File: config.mk
export PLATFORM = sky130hd
export DESIGN_NAME = int_request_ctrl
export DESIGN_NICKNAME = d
export VERILOG_FILES = /design/src/rtl/int_ctrl_pkg.sv /design/src/rtl/irq_sync_edge.sv /design/src/rtl/int_request_ctrl.sv
export SDC_FILE = /design/constraint.sdc
export NUM_CORES = 1
export LEC_CHECK = 0
export ABC_AREA = 1
export BUFFER_PORTS_ARGS = -buffer_cell sky130_fd_sc_hd__buf_2
export CAP_MARGIN = 15
export CORE_MARGIN = 2
export CORE_UTILIZATION = 56
export CTS_BUF_LIST = sky130_fd_sc_hd__clkbuf_4
export DETAILED_ROUTE_END_ITERATION = 16
export PLACE_DENSITY = 0.86
export REMOVE_ABC_BUFFERS = 1
export SETUP_SLACK_MARGIN = 0.2
export SYNTH_ARGS = -nofsm -noshare
export SYNTH_HDL_FRONTEND = slang
export SYNTH_SLANG_ARGS = --single-unit
File: constraint.sdc
create_clock -name clk -period 4.2 [get_ports clk]
set_input_delay 1.26 -clock clk [delete_from_list [all_inputs] [get_ports clk]]
set_output_delay 1.26 -clock clk [all_outputs]
set_load 0.02 [all_outputs]
File: src/rtl/int_ctrl_pkg.sv
// Shared definitions for the interrupt request controller.
// Holds register addresses, ISR field offsets, the channel id width, the per-line
// service state type and a lowest-set-bit index helper.
package int_ctrl_pkg;

  localparam int unsigned ID_W = 5;

  localparam logic [1:0] REG_PENDING = 2'd0;
  localparam logic [1:0] REG_MASK    = 2'd1;
  localparam logic [1:0] REG_ROUTE   = 2'd2;
  localparam logic [1:0] REG_ISR     = 2'd3;

  // ISR read layout: {14'b0, in_service[1:0], 3'b0, id1, 3'b0, id0}
  localparam int unsigned ISR_ID0_LSB   = 0;
  localparam int unsigned ISR_ID1_LSB   = 8;
  localparam int unsigned ISR_INSVC_LSB = 16;

  typedef enum logic {LnIdle, LnService} line_state_e;

  // Index of the lowest set bit; 0 when the vector is empty.
  function automatic logic [ID_W-1:0] lowest_idx(input logic [31:0] v);
    logic [ID_W-1:0] idx;
    idx = '0;
    for (int i = 31; i >= 0; i--) begin
      if (v[i]) idx = i[ID_W-1:0];
    end
    return idx;
  endfunction

endpackage

File: src/rtl/irq_sync_edge.sv
// Two-flop synchroniser plus rising-edge detector, one per device channel.
// Ports:
//   clk, rst  : clock, synchronous active-high reset (clears all flops)
//   dev_irq   : raw asynchronous device request lines
//   irq_edge  : one-cycle pulse per synchronised rising edge
module irq_sync_edge #(
  parameter int unsigned N_IRQ = 8
) (
  input  logic             clk,
  input  logic             rst,
  input  logic [N_IRQ-1:0] dev_irq,
  output logic [N_IRQ-1:0] irq_edge
);

  logic [N_IRQ-1:0] sync1_q, sync2_q, prev_q;

  always_ff @(posedge clk) begin
    if (rst) begin
      sync1_q <= '0;
      sync2_q <= '0;
      prev_q  <= '0;
    end else begin
      sync1_q <= dev_irq;
      sync2_q <= sync1_q;
      prev_q  <= sync2_q;
    end
  end

  assign irq_edge = sync2_q & ~prev_q;

endmodule

File: src/rtl/int_request_ctrl.sv
// Device-side interrupt request controller for the CP0 interrupt interface.
// Latches synchronised device edges as pending, masks and routes them to two
// request lines, holds a line until CP0 acknowledges, then keeps the accepted
// channel in service until software writes EOI.
// Ports:
//   clk, rst            : clock, synchronous active-high reset
//   dev_irq[N_IRQ]      : raw device requests (rising edge significant)
//   int_ack, ack_line   : CP0 accept pulse and the sw_int line it accepted
//   bus_we/addr/wdata   : register write port (PENDING W1C, MASK, ROUTE, ISR EOI)
//   bus_rdata           : combinational read data for bus_addr
//   sw_int[1:0]         : request lines to CP0
module int_request_ctrl
  import int_ctrl_pkg::*;
#(
  parameter int unsigned N_IRQ = 8
) (
  input  logic             clk,
  input  logic             rst,
  input  logic [N_IRQ-1:0] dev_irq,
  input  logic             int_ack,
  input  logic             ack_line,
  input  logic             bus_we,
  input  logic [1:0]       bus_addr,
  input  logic [31:0]      bus_wdata,
  output logic [31:0]      bus_rdata,
  output logic [1:0]       sw_int
);

  logic [N_IRQ-1:0] irq_edge;
  logic [N_IRQ-1:0] pending_q, pending_d;
  logic [N_IRQ-1:0] mask_q, mask_d;
  logic [N_IRQ-1:0] route_q, route_d;
  line_state_e      line_q [2];
  line_state_e      line_d [2];
  logic [ID_W-1:0]  active_id_q [2];
  logic [ID_W-1:0]  active_id_d [2];

  logic [N_IRQ-1:0] elig [2];
  logic [ID_W-1:0]  sel [2];
  logic [1:0]       in_service;
  logic [N_IRQ-1:0] ack_elig, ack_onehot;
  logic             ack_ok;
  logic [1:0]       ack_hit, eoi;
  logic             wr_pending, wr_mask, wr_route, wr_isr;
  logic             unused_wdata;

  irq_sync_edge #(
    .N_IRQ(N_IRQ)
  ) u_sync_edge (
    .clk     (clk),
    .rst     (rst),
    .dev_irq (dev_irq),
    .irq_edge(irq_edge)
  );

  assign wr_pending = bus_we && (bus_addr == REG_PENDING);
  assign wr_mask    = bus_we && (bus_addr == REG_MASK);
  assign wr_route   = bus_we && (bus_addr == REG_ROUTE);
  assign wr_isr     = bus_we && (bus_addr == REG_ISR);
  assign eoi        = wr_isr ? bus_wdata[1:0] : 2'b00;
  assign unused_wdata = ^bus_wdata;

  always_comb begin
    for (int k = 0; k < 2; k++) begin
      in_service[k] = (line_q[k] == LnService);
    end
  end

  assign elig[0] = pending_q & mask_q & ~route_q;
  assign elig[1] = pending_q & mask_q & route_q;
  assign sel[0]  = lowest_idx(32'(elig[0]));
  assign sel[1]  = lowest_idx(32'(elig[1]));

  // Requests depend only on flops, so sw_int cannot glitch on bus activity.
  assign sw_int[0] = (|elig[0]) & ~in_service[0];
  assign sw_int[1] = (|elig[1]) & ~in_service[1];

  // Ack selection always uses pre-edge pending/mask/route.
  assign ack_elig   = ack_line ? elig[1] : elig[0];
  assign ack_onehot = ack_elig & ~(ack_elig - 1'b1);
  assign ack_ok     = int_ack && (|ack_elig) && !in_service[ack_line];
  assign ack_hit    = {ack_ok & ack_line, ack_ok & ~ack_line};

  always_comb begin
    pending_d = pending_q;
    if (wr_pending) pending_d = pending_d & ~bus_wdata[N_IRQ-1:0];
    if (ack_ok)     pending_d = pending_d & ~ack_onehot;
    // A fresh edge overrides both the W1C and the ack clear.
    pending_d = pending_d | irq_edge;

    mask_d  = wr_mask  ? bus_wdata[N_IRQ-1:0] : mask_q;
    route_d = wr_route ? bus_wdata[N_IRQ-1:0] : route_q;
  end

  // Per-line service FSM. Ack is only accepted from idle, so an EOI in the same
  // cycle is overridden by the new service naturally.
  always_comb begin
    for (int k = 0; k < 2; k++) begin
      line_d[k]      = line_q[k];
      active_id_d[k] = active_id_q[k];
      unique case (line_q[k])
        LnIdle: begin
          if (ack_hit[k]) begin
            line_d[k]      = LnService;
            active_id_d[k] = sel[k];
          end
        end
        LnService: begin
          if (eoi[k]) line_d[k] = LnIdle;
        end
        default: line_d[k] = LnIdle;
      endcase
    end
  end

  always_ff @(posedge clk) begin
    if (rst) begin
      pending_q <= '0;
      mask_q    <= '0;
      route_q   <= '0;
      for (int k = 0; k < 2; k++) begin
        line_q[k]      <= LnIdle;
        active_id_q[k] <= '0;
      end
    end else begin
      pending_q <= pending_d;
      mask_q    <= mask_d;
      route_q   <= route_d;
      for (int k = 0; k < 2; k++) begin
        line_q[k]      <= line_d[k];
        active_id_q[k] <= active_id_d[k];
      end
    end
  end

  always_comb begin
    bus_rdata = '0;
    unique case (bus_addr)
      REG_PENDING: bus_rdata[N_IRQ-1:0] = pending_q;
      REG_MASK:    bus_rdata[N_IRQ-1:0] = mask_q;
      REG_ROUTE:   bus_rdata[N_IRQ-1:0] = route_q;
      REG_ISR: begin
        bus_rdata[ISR_ID0_LSB +: ID_W] = active_id_q[0];
        bus_rdata[ISR_ID1_LSB +: ID_W] = active_id_q[1];
        bus_rdata[ISR_INSVC_LSB +: 2]  = in_service;
      end
      default: bus_rdata = '0;
    endcase
  end

endmodule

==> impl_metrics.py, run 1 <==
metrics = {
    "outcome": {
        "status": "finished, final reports clean",
    },
    "setup_path": {
        "crit_path_max_fanout": 8,
        "crit_type": "primary input to output port",
        "cpMaxStageDelayCell": "o211ai_1",
        "rr_worst_depth": 9,
        "start_kind": "primary input",
        "path_cells": "buf_2, inv_1, nor2_4, inv_1, o211ai_1, buf_2",
        "crit_arrival_ns": 2.28,
        "reg2reg_from": "pending_q[5]",
        "cp_num_buf_inv": 4,
        "crit_family": "buffers and inverters",
        "max_stage_delay_ns": 0.24,
        "reg2reg_to": "active_id_q[0][1]",
        "crit_required_ns": 2.94,
        "end_kind": "output port",
        "rrSetupSlack_ns": 2.60,
    },
    "global_routing": {
        "grt_usage": 0.218,
        "grt-ovfl-total": 0,
        "grt_pass1_wl_um": 9340,
        "antenna_found_initial": 0,
        "grt_pass1_vias": 2056,
        "grt_max_degree": 33,
    },
    "timing": {
        "slew_headroom": 0.414,
        "period_needed_ns": 3.54,
        "timing.fmax_mhz": 282,
        "setup_viol": 0,
        "tightest_slew_ns": 0.879,
        "period_share": 0.843,
        "fin_tns_setup_ns": 0,
        "maxSlewViolCount": 0,
        "hold_viol": 0,
        "grt_setup_unrepaired": "false",
        "fin_skew_ns": 0.0111,
    },
    "floorplanning": {
        "die_area_sq_um": 5570,
        "row_count": 25,
        "start_util": 0.587,
        "core_area_sq_um": 4750,
        "io-pin-count": 81,
        "die_h_um": 74.6,
        "die_x_um": 74.6,
    },
    "power": {
        "peakVddDrop_v": 0.000223,
        "p_per_area_nw_per_um2": 321,
        "p_leak_nw": 1.53,
    },
    "hold_path": {
        "min_path_type": "flip-flop to flip-flop",
        "min-delay-start": "u_sync_edge.sync1_q[2]",
        "hold_path_end": "u_sync_edge.sync2_q[2]",
        "hold_path_depth": 2,
    },
    "clock_tree": {
        "cts.reportedPaths.clkPinSlew_ns": 0.15,
        "clock_latency_ns": 0.38,
        "post_cts_buffers": 0,
        "cts_root_buf": "clkbuf_4",
        "clock-sinks": 56,
        "numCtsBuffers": 5,
        "cts_tree": "yes",
        "clockBufferDepth": 2,
        "cts_resized": 0,
        "htreeDepth": 2,
        "cts-hold-fix-buffers": 0,
    },
    "detailed_routing": {
        "ant_nets": 0,
        "vias": 2510,
        "drc_errors": 0,
        "first_iter_violations": 199,
        "drt_wl_total_um": 5920,
        "first_pass_iters": 5,
        "vias_per_cell": 4.96,
        "wl_per_cell_um": 11.7,
    },
    "logic_synthesis": {
        "synth_area_per_cell_sq_um": 6.93,
        "seq_area_frac_synth": 0.401,
        "synthTopCellsByArea": "dfxtp_1 40%, nand2_1 12%, inv_1 9.0%, nor2_1 6.3%, buf_4 5.1%",
        "syn_area_sq_um": 2790,
        "yosys_warnings": 0,
        "synth_top_cell_by_area": "dfxtp_1",
        "ys_ff_latch": 56,
        "synth_top_area_share": 0.401,
        "yosysUniqueCellTypes": 29,
        "synthCells": 403,
    },
    "layout": {
        "antenna_cells": 0,
        "fill_cells": 445,
        "final_cells": 506,
        "layout_common_cells": "87 x nand2_1, 67 x inv_1, 56 x dfxtp_1, 47 x nor2_1, 37 x buf_2",
        "final_layout_size_suffix_gt1_frac": 0.159,
        "layout_commonest_cell": "nand2_1",
        "final_nets": 485,
        "syn2layout_area_growth_pct": 7.39,
    },
    "placement": {
        "dp_hpwl_um": 4310,
        "gp_congestion": 0.953,
        "dp.cells": 498,
        "numPortBuffers": 37,
    },
    "job": {
        "drv_cap": 0,
    },
}
[worst max-delay path by stage]
| stage | start | endpoint | slack (ns) | cells after the start |
|---|---|---|---|---|
| finish | bus_addr[0] | bus_rdata[3] | 0.66 | 6 |
| CTS | bus_addr[0] | bus_rdata[3] | 0.68 | 6 |
| global placement | bus_addr[0] | bus_rdata[3] | 0.68 | 6 |
| floorplan | bus_addr[1] | bus_rdata[4] | 0.89 | 3 |
| detailed placement | bus_addr[0] | bus_rdata[3] | 0.68 | 6 |
| global route | bus_addr[0] | bus_rdata[3] | 0.60 | 6 |
[through the flow]
| step | util | worst slack [ns] | hold WS (ns) | area (sq um) | total power (W) |
|---|---|---|---|---|---|
| finish | 0.631 | 0.659 | 0.413 | 3000 | 0.000964 |
| global route | 0.631 | 0.601 | 0.431 | 3000 | 0.00101 |
| global placement | 0.618 | 0.676 | 0.389 | 2940 | 0.000734 |
| CTS | 0.631 | 0.676 | 0.416 | 3000 | 0.000970 |
| detailed placement | 0.618 | 0.677 | 0.396 | 2940 | 0.000738 |
| floorplan | - | 0.887 | 0.388 | 2660 | 0.000689 |
[routing by layer]
layer	routed length, um	track usage
met5	0	0
met4	99	0.0714
met3	411	0.0482
met2	2630	0.348
met1	2780	0.296
[sequential cells by signal, indices dropped and copies added (netlist names)]
signal               count
active_id_q              6
line_q                   2
mask_q                   8
pending_q                8
route_q                  8
u_sync_edge.prev_q       8
u_sync_edge.sync1_q      8
u_sync_edge.sync2_q      8
[synth_stat cells, drive strengths merged]
cell / instances
a21boi: 2
a21oi: 24
a31oi: 2
buf: 22
clkbuf: 6
conb: 1
dfxtp: 56
inv: 68
nand2: 100
nand3: 31
nand4: 3
nor2: 53
nor3: 2
o2111ai: 3
o211a: 1
o211ai: 5
o21ai: 17
o221ai: 2
o22ai: 5
[area by class of cell]
class / count / area, sq um / share of cell area
Sequential cell: 56 / 1120 / 0.374
Tap cell: 67 / 83.8 / 0.0280
Inverter: 68 / 255 / 0.0851
Timing Repair Buffer: 38 / 193 / 0.0642
Clock buffer: 5 / 37.5 / 0.0125
Clock inverter: 3 / 21.3 / 0.00709
Multi-Input combinational cell: 269 / 1290 / 0.429
[where the power goes]
group,internal (W),switching [W]
registers,0.000558,0.0000154
logic,0.0000470,0.000109
clock network,0.0000667,0.000168
[cells by family after synthesis]
family,share of synthesized area
simple gates,0.308
buf+inv,0.162
compound gates,0.127
other cells,0.00134
flops,0.401
[worst min-delay path, stage by stage (launching register included)]
cell,delay (ns)
dfxtp_1,0.33
inv_1,0.04
nor2_1,0.03
Power figures use the tool's default switching activity.
==> inputs of run 2 (changes only) <==
CORE_UTILIZATION = 54   (was 56)
PLACE_DENSITY = 0.84   (was 0.86)
clock period = 3.5 ns   (was 4.2 ns; I/O delays follow)
==> run 2 against run 1 <==
Wire length about the same. Final cell count up 0.79%. Core utilization fell by 3.5 points. Design area increased by 0.25%. Die area up 3.5%. Sequential share of layout area fell by 0.093 points. Flip-flop and latch count stayed put. Clock skew is 0.0021 ns lower. Register-to-register slack got worse by 0.63 ns. Total power is 20% higher.
==> impl_metrics.py, run 2 (synthesis gave the netlist of run 1 again) <==
metrics = {
    "detailed_routing": {
        "vias": 2540,
        "wl_per_cell_um": 11.6,
        "vias_per_cell": 4.98,
        "drc_errors": 0,
        "drt_wl_total_um": 5920,
        "first_iter_violations": 205,
        "first_pass_iters": 5,
        "ant_nets": 0,
    },
    "layout": {
        "seq_area_sq_um": 1120,
        "final_layout_size_suffix_gt1_frac": 0.159,
        "layout_common_cells": "87 x nand2_1, 67 x inv_1, 56 x dfxtp_1, 47 x nor2_1, 37 x buf_2",
        "syn2layout_area_growth_pct": 7.66,
        "antenna_cells": 0,
        "layout_commonest_cell": "nand2_1",
        "multi_input_area_sq_um": 1290,
        "fill_cells": 493,
        "final_nets": 486,
    },
    "timing": {
        "period_needed_ns": 2.99,
        "timing.fmax_mhz": 334,
        "maxSlewViolCount": 0,
        "period_share": 0.855,
        "fin_skew_ns": 0.00897,
        "fin_tns_setup_ns": 0,
        "hold_viol": 0,
        "tightest_slew_ns": 0.875,
        "grt_setup_unrepaired": "false",
        "setup_viol": 0,
        "slew_headroom": 0.416,
        "finalWorstSetupSlack_ns": 0.509,
    },
    "clock_tree": {
        "cts.reportedPaths.clkPinSlew_ns": 0.15,
        "clock_latency_ns": 0.38,
        "clock-sinks": 56,
        "numCtsBuffers": 5,
        "clockBufferDepth": 2,
        "cts-hold-fix-buffers": 0,
        "cts_resized": 0,
        "post_cts_buffers": 0,
        "htreeDepth": 2,
        "cts_tree": "yes",
        "cts_root_buf": "clkbuf_4",
    },
    "power": {
        "peakVddDrop_v": 0.000281,
        "p_per_area_nw_per_um2": 384,
        "swShare": 0.302,
        "share_seq_of_total_power": 0.597,
        "p_sw_w": 0.000348,
        "power_frac_clock": 0.241,
        "power.total_w": 0.00115,
        "p_int_w": 0.000805,
        "p_leak_nw": 1.54,
        "combPwrFrac": 0.162,
    },
    "global_routing": {
        "antenna_found_initial": 0,
        "grt-ovfl-total": 0,
        "grt_pass1_vias": 2311,
        "grt_max_degree": 33,
        "grt_pass1_wl_um": 10200,
        "grt_usage": 0.216,
    },
    "floorplanning": {
        "die_area_sq_um": 5760,
        "start_util": 0.554,
        "core_area_sq_um": 5040,
        "die_h_um": 75.9,
        "row_count": 26,
        "die_x_um": 75.9,
        "io-pin-count": 81,
    },
    "outcome": {
        "status": "finished, final reports clean",
    },
    "placement": {
        "numPortBuffers": 37,
        "dp_hpwl_um": 4520,
        "pre_cts_ws_ns": 0.521,
        "gp_congestion": 0.889,
    },
    "setup_path": {
        "crit_arrival_ns": 1.94,
        "crit_required_ns": 2.45,
        "end_kind": "output port",
        "start_kind": "primary input",
        "crit_type": "primary input to output port",
        "crit_path_max_fanout": 5,
    },
    "job": {
        "drv_cap": 0,
    },
    "hold_path": {
        "min_path_type": "flip-flop to flip-flop",
    },
}
[run 2: cell count changes in the layout (fill, tap and decap cells not counted)]
cell,previous run,this run
clkinvlp_4,1,0
buf_4,1,2
clkinv_1,0,1
[run 2: power by group through the flow]
stage / registers [W] / logic [W] / clock network [W]
2_1_floorplan: 0.000697 / 0.000130 / 0
5_1_grt: 0.000693 / 0.000210 / 0.000314
3_5_place_dp: 0.000702 / 0.000186 / 0
4_1_cts: 0.000688 / 0.000186 / 0.000285
6_report: 0.000688 / 0.000187 / 0.000278
3_3_place_gp: 0.000700 / 0.000181 / 0
[run 2: metrics by stage]
step                      instance area [sq um]  utilization  hold WS, ns  instances
after CTS                                  3010        0.596        0.416        510
final                                      3010        0.596        0.414        510
after global placement                     2950        0.585        0.388        502
after detailed placement                   2950        0.585        0.396        502
after floorplan                            2660            -        0.388        393
after global routing                       3010        0.596        0.425        510
[run 2: final cells by class]
cell class | count | share of cell area
Clock inverter | 3 | 0.00583
Timing Repair Buffer | 39 | 0.0666
Multi-Input combinational cell | 269 | 0.428
Tap cell | 70 | 0.0291
Inverter | 68 | 0.0849
Clock buffer | 5 | 0.0125
Sequential cell | 56 | 0.373
[run 2: metal layers]
layer  vias to the layer above  track usage  part of all wire
met5                         -            0                 0
met4                         0        0.111             0.022
met3                        15       0.0381             0.068
met2                        91        0.359              0.49
met1                      1138        0.268              0.42
li1                       1296            -                 -
[run 2: final timing paths]
kind | from | to | slack, ns | cells past startpoint
worst max-delay path | bus_addr[0] | bus_rdata[3] | 0.51 | 6
worst min-delay path | u_sync_edge.sync1_q[3] | u_sync_edge.sync2_q[3] | 0.41 | 2
worst max register to register | pending_q[4] | active_id_q[0][1] | 1.97 | 9
worst min register to register | u_sync_edge.sync1_q[3] | u_sync_edge.sync2_q[3] | 0.41 | 2
[run 2: critical path, cell delays in order]
cell and delay (ns):
buf_2 0.14, inv_1 0.08, nor2_4 0.09, inv_1 0.13, o211ai_1 0.24, buf_2 0.21
==> inputs of run 3 (changes only) <==
clock period = 2.9 ns   (was 3.5 ns; I/O delays follow)
==> run 3 against run 2 <==
Via count grew 0.51%. Worst setup slack lost 0.24 ns. Clock skew is 0.0022 ns lower. Critical path type unchanged. Critical endpoint unchanged. Largest cell class unchanged.
==> impl_metrics.py, run 3 (synthesis gave the netlist of run 1 again) <==
metrics = {
    "timing": {
        "tightest_slew_ns": 0.852,
        "timing.fmax_mhz": 380,
        "setup_viol": 0,
        "period_needed_ns": 2.63,
        "fin_skew_ns": 0.00681,
        "hold_viol": 0,
        "grt_setup_unrepaired": "false",
        "fin_tns_setup_ns": 0,
        "slew_headroom": 0.432,
        "period_share": 0.907,
        "maxSlewViolCount": 0,
    },
    "setup_path": {
        "crit_type": "primary input to output port",
        "critPathLaunch": "bus_addr[1]",
        "worstSetupEndpoint": "bus_rdata[3]",
        "path_cells": "buf_2, inv_1, nor2_4, nand2_1, o211ai_1, buf_2",
        "rr_worst_depth": 10,
        "crit_arrival_ns": 1.76,
        "max_stage_delay_ns": 0.25,
        "start_kind": "primary input",
        "reg2reg_to": "active_id_q[0][0]",
        "cp_num_buf_inv": 3,
        "path_depth": 6,
        "crit_path_max_fanout": 9,
        "reg2reg_from": "pending_q[0]",
        "rrSetupSlack_ns": 1.41,
        "crit_family": "buffers and inverters",
        "crit_top_cell": "buf_2",
        "cpMaxStageDelayCell": "nor2_4",
        "end_kind": "output port",
        "crit_required_ns": 2.03,
    },
    "global_routing": {
        "grt-ovfl-total": 0,
        "grt_max_degree": 32,
        "grt_pass1_wl_um": 9760,
        "grt_usage": 0.206,
        "grt_pass1_vias": 2244,
        "antenna_found_initial": 0,
    },
    "layout": {
        "fill_cells": 474,
        "syn2layout_area_growth_pct": 8.15,
        "multi_input_area_sq_um": 1290,
        "final_nets": 488,
        "antenna_cells": 0,
        "layout_commonest_cell": "nand2_1",
        "post-route-util": 0.599,
        "layout_common_cells": "87 x nand2_1, 67 x inv_1, 56 x dfxtp_1, 47 x nor2_1, 37 x buf_2",
        "seq_area_sq_um": 1120,
        "final_layout_size_suffix_gt1_frac": 0.163,
    },
    "clock_tree": {
        "cts-hold-fix-buffers": 0,
        "clock-sinks": 56,
        "cts_root_buf": "clkbuf_4",
        "cts_tree": "yes",
        "cts.reportedPaths.clkPinSlew_ns": 0.15,
        "clock_latency_ns": 0.37,
        "htreeDepth": 2,
        "post_cts_buffers": 0,
        "cts_resized": 0,
        "clockBufferDepth": 2,
        "numCtsBuffers": 5,
    },
    "floorplanning": {
        "die_area_sq_um": 5760,
        "core_area_sq_um": 5040,
        "io-pin-count": 81,
        "die_x_um": 75.9,
        "row_count": 26,
        "start_util": 0.554,
        "die_h_um": 75.9,
    },
    "detailed_routing": {
        "ant_nets": 0,
        "drt_wl_total_um": 5790,
        "first_iter_violations": 184,
        "vias": 2553,
        "drc_errors": 0,
        "vias_per_cell": 5.00,
        "wl_per_cell_um": 11.3,
        "first_pass_iters": 7,
    },
    "power": {
        "p_leak_nw": 1.54,
        "peakVddDrop_v": 0.000307,
        "p_per_area_nw_per_um2": 460,
    },
    "hold_path": {
        "min_path_type": "flip-flop to flip-flop",
    },
    "job": {
        "drv_cap": 0,
    },
    "placement": {
        "dp_hpwl_um": 4350,
        "numPortBuffers": 37,
        "gp_congestion": 0.912,
    },
    "outcome": {
        "status": "finished, final reports clean",
    },
}
## run 3: cell count changes in the layout (fill, tap and decap cells not counted)
cell        delta
buf_4          +2
clkinv_1       -1
clkinv_2       -1
clkinvlp_4     +1
## run 3: where the power goes
group / switching (W) / total [W] / internal [W]
Sequential: 0.0000218 / 0.000831 / 0.000809
Combinational: 0.000157 / 0.000227 / 0.0000706
Clock: 0.000239 / 0.000333 / 0.0000936
## run 3: worst register-to-register path: stages (launching register included)
cell     delay (ns)
dfxtp_1        0.42
nand3_1        0.15
nand2_1        0.11
nand2_2        0.08
nand2_2        0.11
nor2_4         0.04
nand2_4        0.10
nand3_2        0.15
nand2_1        0.10
nand2_1        0.05
nor2_1         0.12
## run 3: area by class of cell
class | instances | share of cell area
timing repair buffer | 41 | 0.0713
clock inverter | 2 | 0.00539
sequential | 56 | 0.371
tap | 70 | 0.0290
inverter | 68 | 0.0845
multi-input combinational | 269 | 0.426
clock buffer | 5 | 0.0124
## run 3: layer usage
metal / track usage / up-vias / wire (um)
met4: 0.0600 / 0 / 57
met1: 0.262 / 1156 / 2610
li1: - / 1303 / -
met3: 0.0345 / 5 / 367
met5: 0 / - / 0
met2: 0.360 / 89 / 2750
## run 3: metrics by stage
stage	instances	setup slack [ns]	hold slack (ns)	instance area (sq um)	total power (W)
2_1_floorplan	393	0.367	0.388	2660	0.000998
3_5_place_dp	504	0.295	0.395	2970	0.00107
3_3_place_gp	504	0.312	0.389	2970	0.00106
5_1_grt	511	0.210	0.426	3020	0.00147
6_report	511	0.269	0.412	3020	0.00139
4_1_cts	511	0.289	0.415	3020	0.00140
## run 3: worst min path at each step
stage	start	endpoint	cells past startpoint
after floorplan	u_sync_edge.sync1_q[0]	u_sync_edge.sync2_q[0]	2
after global placement	u_sync_edge.sync1_q[4]	u_sync_edge.sync2_q[4]	2
after detailed placement	u_sync_edge.sync1_q[0]	u_sync_edge.sync2_q[0]	2
after CTS	u_sync_edge.sync1_q[0]	u_sync_edge.sync2_q[0]	2
after global routing	u_sync_edge.sync1_q[3]	u_sync_edge.sync2_q[3]	2
final	u_sync_edge.sync1_q[0]	u_sync_edge.sync2_q[0]	2
